File: config.mk
export PLATFORM = sky130hd
export DESIGN_NAME = debug_dump_tx
export DESIGN_NICKNAME = d
export VERILOG_FILES = /design/src/rtl/debug_dump_tx.sv
export SDC_FILE = /design/constraint.sdc
export NUM_CORES = 2
export LEC_CHECK = 0
export CAP_MARGIN = 20
export CORE_AREA = 5 5 519 521
export CTS_CLUSTER_SIZE = 24
export DETAILED_ROUTE_END_ITERATION = 6
export DIE_AREA = 0 0 524 526
export GPL_ROUTABILITY_DRIVEN = 0
export SLEW_MARGIN = 25
export SYNTH_ARGS = -nofsm -noshare
export SYNTH_HDL_FRONTEND = slang
export SYNTH_SLANG_ARGS = --single-unit
File: constraint.sdc
create_clock -name i_clk -period 4.55 [get_ports i_clk]
set_input_delay 0.6825 -clock i_clk [delete_from_list [all_inputs] [get_ports i_clk]]
set_output_delay 0.6825 -clock i_clk [all_outputs]
set_load 0.05 [all_outputs]
File: src/rtl/debug_dump_tx.sv
// Debug dump transmitter: freezes the register file and the four pipeline latches on i_start,
// then streams HDR, LEN_LO, LEN_HI, the snapshot bytes and an XOR checksum into the UART TX FIFO.
module debug_dump_tx #(
    parameter int         SIZE          = 32,
    parameter int         NUM_REGISTERS = 32,
    parameter int         IF_ID_SIZE    = 32,
    parameter int         ID_EX_SIZE    = 129,
    parameter int         EX_MEM_SIZE   = 77,
    parameter int         MEM_WB_SIZE   = 71,
    parameter logic [7:0] HDR_BYTE      = 8'hA5
) (
    input  logic                          i_clk,
    input  logic                          i_rst,
    input  logic                          i_start,
    input  logic [NUM_REGISTERS*SIZE-1:0] i_registers,
    input  logic [IF_ID_SIZE-1:0]         i_if_id,
    input  logic [ID_EX_SIZE-1:0]         i_id_ex,
    input  logic [EX_MEM_SIZE-1:0]        i_ex_mem,
    input  logic [MEM_WB_SIZE-1:0]        i_mem_wb,
    input  logic                          i_tx_full,
    output logic [7:0]                    o_tx_data,
    output logic                          o_tx_wr,
    output logic                          o_busy,
    output logic                          o_done
);

    localparam int SNAP_BITS = NUM_REGISTERS*SIZE + IF_ID_SIZE + ID_EX_SIZE + EX_MEM_SIZE + MEM_WB_SIZE;
    localparam int NB        = (SNAP_BITS + 7) / 8;
    localparam int CNT_W     = (NB > 1) ? $clog2(NB) : 1;

    localparam logic [15:0]      LEN      = 16'(NB);
    localparam logic [CNT_W-1:0] LAST_IDX = CNT_W'(NB - 1);

    typedef enum logic [2:0] {
        S_IDLE,
        S_HDR,
        S_LEN_LO,
        S_LEN_HI,
        S_PAYLOAD,
        S_CKSUM,
        S_DONE
    } state_t;

    state_t           r_state;
    logic [NB*8-1:0]  r_snap;
    logic [7:0]       r_cksum;
    logic [CNT_W-1:0] r_cnt;
    logic [NB*8-1:0]  w_snap;

    // Registers sit in the LSBs; the unused top bits of the last byte stay zero.
    always_comb begin
        w_snap                = '0;
        w_snap[SNAP_BITS-1:0] = {i_mem_wb, i_ex_mem, i_id_ex, i_if_id, i_registers};
    end

    always_ff @(posedge i_clk) begin
        if (i_rst) begin
            r_state   <= S_IDLE;
            r_snap    <= '0;
            r_cksum   <= '0;
            r_cnt     <= '0;
            o_tx_data <= '0;
            o_tx_wr   <= 1'b0;
            o_busy    <= 1'b0;
            o_done    <= 1'b0;
        end else begin
            o_tx_wr <= 1'b0;
            o_done  <= 1'b0;
            case (r_state)
                S_IDLE: begin
                    if (i_start) begin
                        r_snap  <= w_snap;
                        r_cksum <= '0;
                        r_cnt   <= '0;
                        o_busy  <= 1'b1;
                        r_state <= S_HDR;
                    end
                end
                S_HDR: begin
                    if (!i_tx_full) begin
                        o_tx_wr   <= 1'b1;
                        o_tx_data <= HDR_BYTE;
                        r_state   <= S_LEN_LO;
                    end
                end
                S_LEN_LO: begin
                    if (!i_tx_full) begin
                        o_tx_wr   <= 1'b1;
                        o_tx_data <= LEN[7:0];
                        r_state   <= S_LEN_HI;
                    end
                end
                S_LEN_HI: begin
                    if (!i_tx_full) begin
                        o_tx_wr   <= 1'b1;
                        o_tx_data <= LEN[15:8];
                        r_state   <= S_PAYLOAD;
                    end
                end
                S_PAYLOAD: begin
                    // The snapshot shifts down a byte per write, so the next byte is always at [7:0].
                    if (!i_tx_full) begin
                        o_tx_wr   <= 1'b1;
                        o_tx_data <= r_snap[7:0];
                        r_cksum   <= r_cksum ^ r_snap[7:0];
                        r_snap    <= r_snap >> 8;
                        if (r_cnt == LAST_IDX) begin
                            r_state <= S_CKSUM;
                        end else begin
                            r_cnt <= r_cnt + 1'b1;
                        end
                    end
                end
                S_CKSUM: begin
                    if (!i_tx_full) begin
                        o_tx_wr   <= 1'b1;
                        o_tx_data <= r_cksum;
                        r_state   <= S_DONE;
                    end
                end
                S_DONE: begin
                    o_done  <= 1'b1;
                    o_busy  <= 1'b0;
                    r_state <= S_IDLE;
                end
                default: begin
                    r_state <= S_IDLE;
                end
            endcase
        end
    end

endmodule

## Yosys cells after proc, flatten, opt, wreduce, memory -nomap -nowiden

Index checks and enable logic that the tools add are counted.
Widths: inputs -> output; s select.

| word-level totals | value |
|---|---|
| logic and storage cells | 64 |
| bits in registers | 1,366 |
| bits in read-only memories | 0 |
| memories kept | 0 |
| bits of input ports | 1,337 |
| bits in latches | 0 |
| RAM bits | 0 |

| cells by class | value |
|---|---|
| reductions and logical operators | 11 |
| muxes and demuxes | 27 |
| multiply operators | 0 |
| divide/modulo/power cells | 0 |
| add/sub/neg operators | 1 |
| shifts and indexed selects | 0 |
| bitwise logic cells | 2 |
| eq/ne operators | 15 |
| $lt $le $gt $ge | 0 |

Operators with widths:

| kind | number |
|---|---|
| $mux 1336 | 2 |
| $pmux 1336 s2 | 1 |
| $mux 8 | 9 |
| $pmux 8 s5 | 1 |
| $pmux 8 s2 | 2 |
| $mux 3 | 7 |
| $pmux 3 s6 | 1 |
| $ne 2x2->1 const B | 8 |
| $eq 3x3->1 const B | 3 |
| $add 8x1->8 const B | 1 |
| $eq 8x8->1 const B | 1 |
| $xor 8x8->8 | 1 |
| $reduce_and 7->1 | 1 |
| $eq 3x2->1 const B | 2 |
| $reduce_and 6->1 | 1 |
| $reduce_bool 5->1 | 1 |
| $reduce_or 5->1 | 1 |
| $reduce_and 4->1 | 1 |
| $reduce_bool 2->1 | 2 |
| $eq 3x1->1 const B | 1 |
| $logic_not 3->1 | 1 |
| $mux 1 | 3 |
| $reduce_and 3->1 | 1 |
| $pmux 1 s2 | 1 |
| other kinds (3) | 3 |

## Logic depth before layout (Yosys ltp)

| logic depth | value |
|---|---|
| word-level depth | 4 |
| depth in mapped cells | 9 |
| gate-level depth less buffers | 6 |

## Worst setup path before layout

OpenSTA, ideal clock, no wires.

| timing | value |
|---|---|
| kind | input port to flip-flop |
| start | in i_tx_full |
| end | reg r_snap[819] |
| path buffers | 5 |
| setup slack | 2.505 ns |
| data arrival time | 1.903 ns |
| cell stages on the path | 8 |
| cell sequence | buf_2 -> nor2b_1 -> o21a_1 -> buf_2 -> buf_2 -> buf_2 -> clkbuf_1 -> a311oi_1 |

| on the way | value |
|---|---|
| cells in the longest elaborated chain, start to end | 2 |

Ends and longest elaborated chain:

| what | RTL line | source |
|---|---|---|
| start: declaration | 20 | `input logic i_tx_full,` |
| $ne 2x2->1 (no line) | n/a |  |
| $reduce_and 3->1 (no line) | n/a |  |
| end signal: assignment | 72 | `r_snap <= w_snap;` |
| end signal: assignment | 106 | `r_snap <= r_snap >> 8;` |
| end: declaration | 45 | `logic [NB*8-1:0] r_snap;` |

Every way passes these cells.
A chain may end at the register's enable or synchronous reset.

## Worst setup path after layout

| timing | value |
|---|---|
| start | reg r_state[0] |
| end | reg r_snap[944] |

| on the way | value |
|---|---|
| cells in the longest elaborated chain, start to end | 3 |
| elaborated cells between the ends (all ways) | 7 |
| classes of those cells | eq/ne: 3; mux: 1; reduce/logical: 3 |

Ends and longest elaborated chain:

| what | RTL line | source |
|---|---|---|
| start: declaration | 44 | `state_t r_state;` |
| start signal: assignment | 58 | `r_state <= S_IDLE;` |
| start signal: assignment | 76 | `r_state <= S_HDR;` |
| start signal: assignment | 83 | `r_state <= S_LEN_LO;` |
| $eq 3x3->1 / $logic_not 3->1 (equally long branches) | 69 | `case (r_state)` |
| $ne 2x2->1 (no line) / $reduce_bool 2->1 (equally long branches) | n/a |  |
| $reduce_and 3->1 (no line) | n/a |  |

Parallel ways exist; a longest one is shown, timed or not.

==> reports/metrics.cfg <==
[run_status]
status=finished clean

[setup_path]
required_ns=5.22
max_stage_delay_ns=0.93
rrSetupSlack_ns=1.43
crit_slowest_cell=dfxtp_1
rr_endpoint=r_snap[944]$_SDFFE_PP0P_
reg2reg_depth=4
worstSetupEndpointType=flop
crit_chain=or3b_4 > buf_4 > nand2_1 > a311oi_1
startpoint_type=flop
cp.arrival_ns=3.79
critPathKind=reg2reg
cp_num_buf_inv=1
cp_top_family=simple AND/OR/NAND/NOR gates
regToRegStartpoint=r_state[0]$_SDFFE_PP0P_
crit_path_max_fanout=65

[drt]
wire_per_inst_um=20.5
dr.pass1.iters=6
ant_nets=0
drc=0
viasPerCell=4.74
num_vias=57800
drt_iter0_drc=4958
routed_wl_um=250000

[synth]
yosys-top-cells-area=dfxtp_1 47%, a311oi_1 20%, nand2_1 17%
synth_commonest_cells=2657 x nand2_1, 1363 x dfxtp_1, 1346 x nor2_1, 1325 x a311oi_1, 419 x buf_2
yosysUniqueCellTypes=44
synth_compound_area_share_pct=20.6
yosysMostFrequentCell=nand2_1
synth_simple_gate_area_share_pct=26.3
synth_top_family_by_area=simple AND/OR/NAND/NOR gates
synth-xor-area-share_pct=0.0150
synth-adder-area-share_pct=0.0429
synth-seq-area-share_pct=46.8
yosys.area.top_type=dfxtp_1
synth_area_um2=58300
muxShareOfSynthArea_pct=0.0880
syn_nets=8919
synth-seq-cells=1363
synth_flop_cell=dfxtp_1
synthArstFlopShare_pct=0
syn_inst=7580
syn_avg_cell_area_um2=7.69
yosys_warnings=0
synthDominantCellAreaShare_pct=46.8
synth-edff-count=0

[die]
io_pins=1348
coreArea_um2=264000
die_area_um2=276000
die_x_um=524
start_util_pct=22.1
die_h_um=526
num_rows=189

[pwr]
p_clk_share_pct=41.0
combPwrFrac_pct=14.7
sequentialPowerShare_pct=44.4
power_density_nw_per_um2=393
internal-power_w=0.0228
p_leak_nw=29.6
switchingPower_w=0.00870
power.share.switching_pct=27.6
vdd_drop_max_mv=0.320
power_w=0.0315

[worst_hold_path]
hold_path_class=in2reg
hold_path_startpoint=i_rst
hold_depth=2
min_to=r_snap[1329]$_SDFFE_PP0P_

[clocking]
cts-buffers-inserted=157
clkTransAtPathRegs_ns=0.06
ctsHoldBuffers=0
clk_latency_ns=0.81
post_cts_buffers=0
h-tree-depth=4
clock_sinks=1363
root_buffer=clkbuf_16
clk_path_buf_depth=3
cts_tree=yes
post_cts_resized=0

[timing]
setup_tns_ns=0
final-hold-violation-count=0
timing.fmax_mhz=321
fin_worst_skew_ns=0.0634
period_needed_ns=3.12
maxSlewViolCount=0
timing.final.crit_share_pct=68.6
tightest_slew_ns=0.931
slew_headroom_pct=37.8
rsz0062_at_grt=no
setup-violations-final=0

[cells_and_area]
syn_to_final_growth_pct=37.2
fillers=28400
drive_above_1_share_pct=4.69
nets=9831

[global_routing]
overflow=0
grt_pass1_wl_um=356000
antenna_found_initial=98
grt_max_degree=192
first_global_vias=53700
track_usage_pct=16.9

[place]
portBuffers=1347
dp_hpwl_um=187000

[flow_run]
drv_cap=0

worst max path at each step:
stage,startpoint,to,slack (ns),cells past startpoint
6_report,r_state[0]$_SDFFE_PP0P_,r_snap[944]$_SDFFE_PP0P_,1.43,4
5_1_grt,r_state[0]$_SDFFE_PP0P_,r_snap[628]$_SDFFE_PP0P_,1.26,4
4_1_cts,r_state[0]$_SDFFE_PP0P_,r_snap[944]$_SDFFE_PP0P_,1.42,4
3_5_place_dp,i_start,r_snap[55]$_SDFFE_PP0P_,1.13,7
3_3_place_gp,i_tx_full,r_snap[517]$_SDFFE_PP0P_,1.19,8
2_1_floorplan,i_tx_full,r_snap[819]$_SDFFE_PP0P_,2.50,8
metal layers:
layer | global-route usage (%) | vias to the layer above | part of all wire (%)
met5 | 0 | - | 0.22
met4 | 6.94 | 74 | 3.7
met3 | 4.21 | 417 | 7.8
met2 | 28.4 | 1866 | 47
met1 | 20.7 | 27200 | 41
li1 | - | 28300 | -
power groups by stage:
stage                     clock, W  sequential, W  combinational, W
final                       0.0129         0.0140           0.00462
after detailed placement         0         0.0142           0.00460
after floorplan                  0         0.0139           0.00268
after global placement           0         0.0142           0.00455
after global routing        0.0137         0.0141           0.00510
after CTS                   0.0132         0.0140           0.00463
flip-flops by register name (all words and copies together), names as in the netlist:
| name | cells |
|---|---|
| o_tx_data | 8 |
| r_cksum | 8 |
| o_tx_wr | 1 |
| r_state | 3 |
| r_cnt | 8 |
| o_busy | 1 |
| o_done | 1 |
| r_snap | 1333 |
cell type report:
class | instances | area (um2) | area share [%]
Timing Repair Buffer | 1507 | 15400 | 19.3
Antenna cell | 56 | 140 | 0.175
Sequential cell | 1363 | 27300 | 34.1
Clock buffer | 233 | 4540 | 5.68
Tap cell | 3533 | 4420 | 5.52
Inverter | 12 | 45.0 | 0.0563
Clock inverter | 47 | 693 | 0.866
Multi-Input combinational cell | 5451 | 27500 | 34.3
through the flow:
step	cells	hold slack [ns]	area, um2	setup slack (ns)	util, %
floorplan	7580	0.455	58300	2.50	-
global placement	11900	0.460	74700	1.19	28.3
detailed placement	11900	0.461	74700	1.13	28.3
CTS	12100	0.281	79900	1.42	30.2
global route	12200	0.315	80000	1.26	30.3
finish	12200	0.372	80000	1.43	30.3
kinds of logic (layout without fill, tap and decap cells):
logic type | after synthesis | count (layout)
and+or+nand+nor | 4053 | 4053
AOI/OAI and AO/OA | 1390 | 1390
DFF | 1363 | 1363
buffers and inverters | 766 | 1799
muxes | 5 | 5
adders and majority gates | 2 | 2
xor gates and xnor gates | 1 | 1
other | 0 | 56
cell usage in the layout (no fill, tap or decap), drive strengths merged, types with 11 or more instances in the layout:
master	count
clkinv	31
a21oi	21
buf	161
clkdlybuf4s50	1346
nor2	1347
clkbuf	233
diode	56
a311oi	1325
o21ai	18
nand2	2657
nand3	12
or3	11
dfxtp	1363
inv	19
No activity file was read; power rests on OpenSTA's default activity.
